File: src/rtl/imem_boot_loader.sv
// Instruction memory boot loader: packs a length-prefixed big-endian byte
// stream into 32-bit words and writes them while holding the CPU in reset.
module imem_boot_loader #(
  parameter logic [31:0] BASE_ADDR = 32'h0000_0000,
  parameter int unsigned MEM_WORDS = 8192
) (
  input  logic        clock,
  input  logic        reset,
  input  logic        start,
  input  logic [7:0]  in_data,
  input  logic        in_valid,
  output logic        in_ready,
  output logic        wr,
  output logic [31:0] write_address,
  output logic [31:0] instruc_data,
  output logic        cpu_hold,
  output logic        busy,
  output logic        done,
  output logic        error,
  output logic [31:0] words_written
);

  typedef enum logic [2:0] {
    S_IDLE,
    S_LEN,
    S_DATA,
    S_WRITE,
    S_DONE,
    S_ERR
  } state_t;

  state_t      r_state;
  state_t      w_next;
  logic [1:0]  r_cnt;
  logic [31:0] r_word;
  logic [31:0] r_len;
  logic [31:0] r_index;
  logic [31:0] r_addr;
  logic [31:0] r_data;
  logic [31:0] r_words;
  logic        r_hold;

  logic        w_xfer;
  logic        w_last;
  logic        w_armable;
  logic        w_start_ok;
  logic [31:0] w_shift;
  logic [31:0] w_idx_nxt;

  assign w_xfer     = in_valid & in_ready;
  assign w_last     = w_xfer & (r_cnt == 2'd3);
  assign w_shift    = {r_word[23:0], in_data};
  assign w_idx_nxt  = r_index + 32'd1;
  assign w_armable  = (r_state == S_IDLE) | (r_state == S_DONE)
                    | (r_state == S_ERR);
  assign w_start_ok = start & w_armable;

  always_ff @(posedge clock or posedge reset) begin
    if (reset) r_state <= S_IDLE;
    else       r_state <= w_next;
  end

  always_comb begin
    w_next = r_state;
    unique case (r_state)
      S_IDLE, S_DONE, S_ERR: begin
        if (start) w_next = S_LEN;
      end
      S_LEN: begin
        if (w_last) begin
          if (w_shift == 32'd0)                 w_next = S_DONE;
          else if (w_shift > 32'(MEM_WORDS))    w_next = S_ERR;
          else                                  w_next = S_DATA;
        end
      end
      S_DATA: begin
        if (w_last) w_next = S_WRITE;
      end
      S_WRITE: begin
        w_next = (w_idx_nxt == r_len) ? S_DONE : S_DATA;
      end
      default: w_next = S_IDLE;
    endcase
  end

  always_ff @(posedge clock or posedge reset) begin
    if (reset) begin
      r_cnt   <= 2'd0;
      r_word  <= 32'd0;
      r_len   <= 32'd0;
      r_index <= 32'd0;
      r_addr  <= 32'd0;
      r_data  <= 32'd0;
      r_words <= 32'd0;
      r_hold  <= 1'b0;
    end else begin
      if (w_start_ok) begin
        r_hold  <= 1'b1;
        r_words <= 32'd0;
        r_cnt   <= 2'd0;
      end
      if (w_xfer) begin
        r_cnt  <= r_cnt + 2'd1;
        r_word <= w_shift;
      end
      if ((r_state == S_LEN) && w_last) begin
        r_len   <= w_shift;
        r_index <= 32'd0;
      end
      // address/data latched with the 4th byte so WRITE drives them directly
      if ((r_state == S_DATA) && w_last) begin
        r_addr <= BASE_ADDR + (r_index << 2);
        r_data <= w_shift;
      end
      if (r_state == S_WRITE) begin
        r_index <= w_idx_nxt;
        r_words <= r_words + 32'd1;
      end
      if (w_next == S_DONE) r_hold <= 1'b0;
    end
  end

  assign in_ready      = (r_state == S_LEN) | (r_state == S_DATA);
  assign wr            = (r_state == S_WRITE);
  assign busy          = in_ready | wr;
  assign done          = (r_state == S_DONE);
  assign error         = (r_state == S_ERR);
  assign cpu_hold      = r_hold;
  assign write_address = r_addr;
  assign instruc_data  = r_data;
  assign words_written = r_words;

endmodule

File: config.mk
export PLATFORM = sky130hd
export DESIGN_NAME = imem_boot_loader
export DESIGN_NICKNAME = d
export VERILOG_FILES = /design/src/rtl/imem_boot_loader.sv
export SDC_FILE = /design/constraint.sdc
export NUM_CORES = 1
export LEC_CHECK = 0
export ABC_AREA = 1
export BUFFER_PORTS_ARGS = -buffer_cell sky130_fd_sc_hd__clkbuf_2
export CAP_MARGIN = 20
export CORE_MARGIN = 4
export CORE_UTILIZATION = 45
export CTS_BUF_LIST = sky130_fd_sc_hd__clkbuf_4 sky130_fd_sc_hd__clkbuf_8
export DETAILED_ROUTE_END_ITERATION = 7
export GPL_TIMING_DRIVEN = 0
export PLACE_DENSITY = 0.63
export SLEW_MARGIN = 10
export SYNTH_ARGS = -nofsm -noshare
export SYNTH_HDL_FRONTEND = slang
export SYNTH_SLANG_ARGS = --single-unit
export TNS_END_PERCENT = 5
File: constraint.sdc
create_clock -name clock -period 6.15 [get_ports clock]
set_input_delay 0.615 -clock clock [delete_from_list [all_inputs] [get_ports clock]]
set_output_delay 0.615 -clock clock [all_outputs]
set_load 0.02 [all_outputs]
Word-level counts from Yosys, hierarchy flattened:

Cells that the tools add are included.

* ROM bits: 0
* memories kept: 0
* RAM bits: 0
* register bits: 188
* latch bits: 0

* muxes and demuxes: 15
* multipliers: 0
* shifts and indexed selects: 0
* eq/ne operators: 8
* divide/modulo/power cells: 0
* add/subtract/negate cells: 3
* bitwise gates (word level): 7
* magnitude comparators: 1
* reduce and logical (&&, ||, !) cells: 9

Operator list (number)
* $mux W32: 4
* $add A32 B1 Y32 const B: 2
* $eq A32 B32 Y1: 1
* $gt A32 B14 Y1 const B: 1
* $logic_not A32 Y1: 1
* $mux W3: 6
* $pmux W3 S4: 1
* $eq A3 B3 Y1 const B: 3
* $reduce_bool A2 Y1: 4
* $eq A3 B2 Y1 const B: 2
* $mux W2: 2
* $or A1 B1 Y1: 4
* $and A1 B1 Y1: 3
* $eq A3 B1 Y1 const B: 1
* $logic_not A3 Y1: 1
* $reduce_or A3 Y1: 1
* $add A2 B1 Y2 const B: 1
* $eq A2 B2 Y1 const B: 1
* $logic_and A1 B1 Y1: 2
* $mux W1: 2

Logic depth before layout (Yosys ltp):

* word-level depth: 8
* mapped depth: 18

Worst setup path before layout:

Ideal clock, no wire load.

* kind: register to register
* from: register r_state[2]
* to: register r_addr[2], in the netlist write_address[2]
* buffers on the path: 2
* slack: 3.982 ns
* required time: 6.020 ns
* cell stages (with the launch flop): 13
* clock period less this slack: 2.168 ns
* arrival: 2.038 ns
* cells stage by stage: dfrtp_1 -> nor2_1 -> inv_1 -> o21ai_1 -> nand2_1 -> inv_2 -> nand2_1 -> nor2_1 -> inv_2 -> clkbuf_1 -> buf_2 -> nand2_1 -> o21ai_0

* word-level cells in the longest chain between the ends: 5
* elaborated cells on any way between the ends: 6

RTL lines
* start, declared: RTL line 32 `state_t r_state;`
* start signal, assigned: RTL line 60 `else r_state <= w_next;`
* $eq A3 B1 Y1 / $eq A3 B2 Y1 (equally long branches): RTL line 123 `assign in_ready = (r_state == S_LEN) | (r_state == S_DATA);`
* $or A1 B1 Y1 (*): RTL line 123
* named net in_ready: RTL line 12 `output logic in_ready,`
* $and A1 B1 Y1 (*): RTL line 50 `assign w_xfer = in_valid & in_ready;`
* $and A1 B1 Y1 (*): RTL line 51 `assign w_last = w_xfer & (r_cnt == 2'd3);`
* $logic_and A1 B1 Y1 (*): RTL line 111 `if ((r_state == S_DATA) && w_last) begin`
* end signal, assigned: RTL line 112 `r_addr <= BASE_ADDR + (r_index << 2);`
* end, declared: RTL line 38 `logic [31:0] r_addr;`

The timed path passes the listed nets; every way through them passes the cells marked *.
A chain may end at the register's enable or synchronous reset.

Worst setup path after layout:

* from: register r_state[2]
* to: output port wr

* word-level cells in the longest chain between the ends: 1

RTL lines
* $eq A3 B2 Y1: RTL line 124 `assign wr = (r_state == S_WRITE);`
* end, declared: RTL line 13 `output logic wr,`

No other way between the ends.

==> flow_metrics.env <==
export IMPL_status="finished clean"
export IMPL_clockBufferDepth=2
export IMPL_crit_arrival_ns=2.39
export IMPL_post_place_cells=1584
export IMPL_worstSkewPairLatency_ns=0.48
export IMPL_ir_drop_uv=215.6
export IMPL_grt_pass1_vias=8086
export IMPL_synth_edff_count=0
export IMPL_finalHoldViolCount=0
export IMPL_internal_power_mw=2.304
export IMPL_wirelength_um=25790
export IMPL_hold_buffers=0
export IMPL_relSlewSlack_pct=47.21
export IMPL_cpPeakStageDelay_ns=0.66
export IMPL_combPwrFrac_pct=32.6
export IMPL_dr_pass1_iters=6
export IMPL_worstSetupStartpoint="r_state[2]$_DFF_PP0_"
export IMPL_ys_seq_elements=188
export IMPL_hp_class="in2async"
export IMPL_timing_rr_start="r_state[1]$_DFF_PP0_"
export IMPL_muxShareOfSynthArea_pct=0.4299
export IMPL_p_per_area_mw_per_mm2=367.1
export IMPL_instances_no_fill=1616
export IMPL_synth_xor_area_share_pct=1.572
export IMPL_path_clk_slew_ns=0.11
export IMPL_grt_use_total_pct=22.49
export IMPL_setup_viol=0
export IMPL_wl_per_cell_um=15.96
export IMPL_drc=0
export IMPL_design_area_mm2=0.01066
export IMPL_ios=114
export IMPL_postCtsSetupRepairBufs=0
export IMPL_period_needed_ns=3.005
export IMPL_cts_made_buffers=17
export IMPL_antenna_found_initial=0
export IMPL_dieArea_mm2=0.02306
export IMPL_vias_per_cell=5.194
export IMPL_period_share_pct=48.86
export IMPL_cts_max_level=4
export IMPL_cts_tree="yes"
export IMPL_ys_seq_area_share_pct=50.52
export IMPL_pwr_share_clk_pct=21.9
export IMPL_cts_root_buf="clkbuf_8"
export IMPL_pwr_share_seq_pct=45.6
export IMPL_start_util_pct=45.88
export IMPL_dpl_cell_area_mm2=0.01024
export IMPL_power_mw=3.912
export IMPL_gp_congestion=0.9414
export IMPL_grt_max_degree=102
export IMPL_worstMarginPinSlew_ns=0.7919
export IMPL_ant_nets=0
export IMPL_grt_pass1_wl_um=42230
export IMPL_synth_compound_area_share_pct=11.16
export IMPL_p_leak_nw=5.100
export IMPL_worst_path_max_fanout=10
export IMPL_synth_top_family_by_area="simple AND/OR/NAND/NOR gates"
export IMPL_slew_violations=0
export IMPL_max_cap_violations=0
export IMPL_synthSimpleGateAreaFrac_pct=28.36
export IMPL_p_switching_mw=1.608
export IMPL_netlist_area_mm2=0.009313
export IMPL_num_rows=52
export IMPL_die_w_um=151.9
export IMPL_fp_dieH_um=151.9
export IMPL_yosys_most_used_dff="dfrtp_1"
export IMPL_synthArstFlopShare_pct=100.0
export IMPL_yosysWarnings=0
export IMPL_clock_skew_ns=0.01821
export IMPL_drive_gt1_share_pct=13.67
export IMPL_overflow=0
export IMPL_dp_hpwl_um=19300
export IMPL_avgSynthCellArea_um2=7.754
export IMPL_num_nets_final=1348
export IMPL_cp_start_kind="flip-flop"
export IMPL_critPathKind="reg2out"
export IMPL_cts_sinks=188
export IMPL_core_area_mm2=0.02030
export IMPL_area_growth_pct=14.42
export IMPL_nFillCells=2018
export IMPL_cts_resized=0
export IMPL_portBuffers=111
export IMPL_max_freq_ghz=0.3328
export IMPL_netSwitchingFraction_pct=41.11
export IMPL_crit_required_ns=5.53
export IMPL_antenna_cells=0
export IMPL_worstPathCellList="nor3_4 -> clkbuf_1 -> clkbuf_2"
export IMPL_cp_slowest_cell="clkbuf_1"
export IMPL_drt_iter0_drc=651
export IMPL_synthAdderAreaFrac_pct=0.4031
export IMPL_vias=8393
export IMPL_synthDistinctLibCells=37
export IMPL_crit_path_end_kind="output port"
export IMPL_syn_instance_count=1201
export IMPL_rsz0062_at_grt="false"
## critical path: cells and delay by family (launching register included)
| family | cells | cell delay, ns |
|---|---|---|
| buffers and inverters | 2 | 0.96 |
| and+or+nand+nor | 1 | 0.49 |
| DFF | 1 | 0.46 |
## final timing paths
check                                                end  slack, ns  cells past startpoint
min in group clock           instruc_data[5]$_DFFE_PP0P_       0.47                      3
min                         instruc_data[14]$_DFFE_PP0P_       0.21                      2
max reg2reg                 write_address[3]$_DFFE_PP0P_       3.51                     13
max                                                   wr       3.15                      3
max in group asynchronous        r_index[26]$_DFFE_PP0P_       5.01                      3
min reg2reg                write_address[13]$_DFFE_PP0P_       0.49                      2
## logic make-up after synthesis
kind of cell               count (synthesis)
and+or+nand+nor                          610
xor gates and xnor gates                  15
DFF                                      188
buffers and inverters                    181
AOI/OAI and AO/OA                        199
muxes                                      4
other                                      1
adders and majority gates                  3
## through the flow
| step | setup TNS [ns] | setup WS [ns] | hold slack, ns | util (%) |
|---|---|---|---|---|
| after global routing | 0 | 3.091 | 0.2560 | 52.49 |
| after floorplan | 0 | 0.4212 | 0.4530 | - |
| final | 0 | 3.145 | 0.2140 | 52.49 |
| after detailed placement | 0 | 3.561 | 0.4735 | 50.47 |
| after global placement | -360.53 | -1.933 | 0.4641 | 50.30 |
| after CTS | 0 | 3.174 | 0.2421 | 52.49 |
## sequential cells by signal (all words and copies together), names as in the netlist
name / count
r_index: 32
instruc_data: 32
r_word: 24
r_cnt: 2
write_address: 30
cpu_hold: 1
r_state: 3
r_len: 32
words_written: 32
## cells in the mapped netlist, types with 2 or more instances
master | n | area [um2]
o22ai_1 | 21 | 131.4
nor2_4 | 5 | 56.30
xnor2_1 | 4 | 35.03
mux2i_1 | 4 | 40.04
clkbuf_1 | 26 | 97.59
nor4_1 | 11 | 68.82
nor3_2 | 3 | 30.03
nand4_1 | 16 | 100.1
inv_1 | 138 | 518.0
nand3_1 | 80 | 400.4
a21oi_1 | 13 | 65.06
nor2_2 | 6 | 37.54
ha_1 | 3 | 37.54
buf_2 | 10 | 50.05
o21ai_0 | 145 | 725.7
buf_4 | 2 | 15.01
inv_2 | 5 | 18.77
o21ai_1 | 13 | 65.06
nand3b_1 | 12 | 90.09
o21a_1 | 2 | 15.01
nor3_1 | 13 | 65.06
dfrtp_1 | 188 | 4705
xor2_1 | 10 | 87.58
nand2_2 | 5 | 31.28
nor2_1 | 100 | 375.4
nand2_1 | 355 | 1333
## power groups by stage
stage,Combinational (mW),Clock [mW],Sequential (mW)
global placement,1.24,0,1.80
detailed placement,1.27,0,1.80
finish,1.27,0.856,1.78
floorplan,0.870,0,1.77
global route,1.45,0.925,1.82
CTS,1.28,0.872,1.78
## cells in the final DEF (no fill, tap or decap), types with 13 or more instances in the layout
cell      Yosys  final
nand4_1      16     16
nor2_1      100    100
o21ai_0     145    145
a21oi_1      13     13
nand3_1      80     80
inv_1       138    137
o21ai_1      13     13
clkbuf_8      0     18
nand2_1     355    355
clkbuf_2      0    111
clkbuf_1     26     26
o22ai_1      21     21
dfrtp_1     188    188
nor3_1       13     13
## per-layer routing
| layer | part of all wire (%) | vias up | routed length, um | global-route usage [%] |
|---|---|---|---|---|
| met3 | 4.2 | 34 | 1074 | 3.129 |
| met5 | 0 | - | 0 | 0 |
| li1 | - | 4133 | - | - |
| met1 | 48 | 3998 | 12290 | 32.42 |
| met4 | 2.0 | 0 | 515 | 6.293 |
| met2 | 46 | 228 | 11910 | 35.88 |
## final cells by class
cell class / instances / area, um2 / share of cell area (%)
Buffer: 38 / 162.7 / 1.527
Clock buffer: 18 / 247.7 / 2.325
Clock inverter: 14 / 162.7 / 1.527
Inverter: 143 / 544.3 / 5.108
Multi-Input combinational cell: 833 / 3913 / 36.72
Sequential cell: 188 / 4705 / 44.15
Tap cell: 270 / 337.8 / 3.171
Timing Repair Buffer: 112 / 583.1 / 5.472
(Power assumes the default switching activity.)
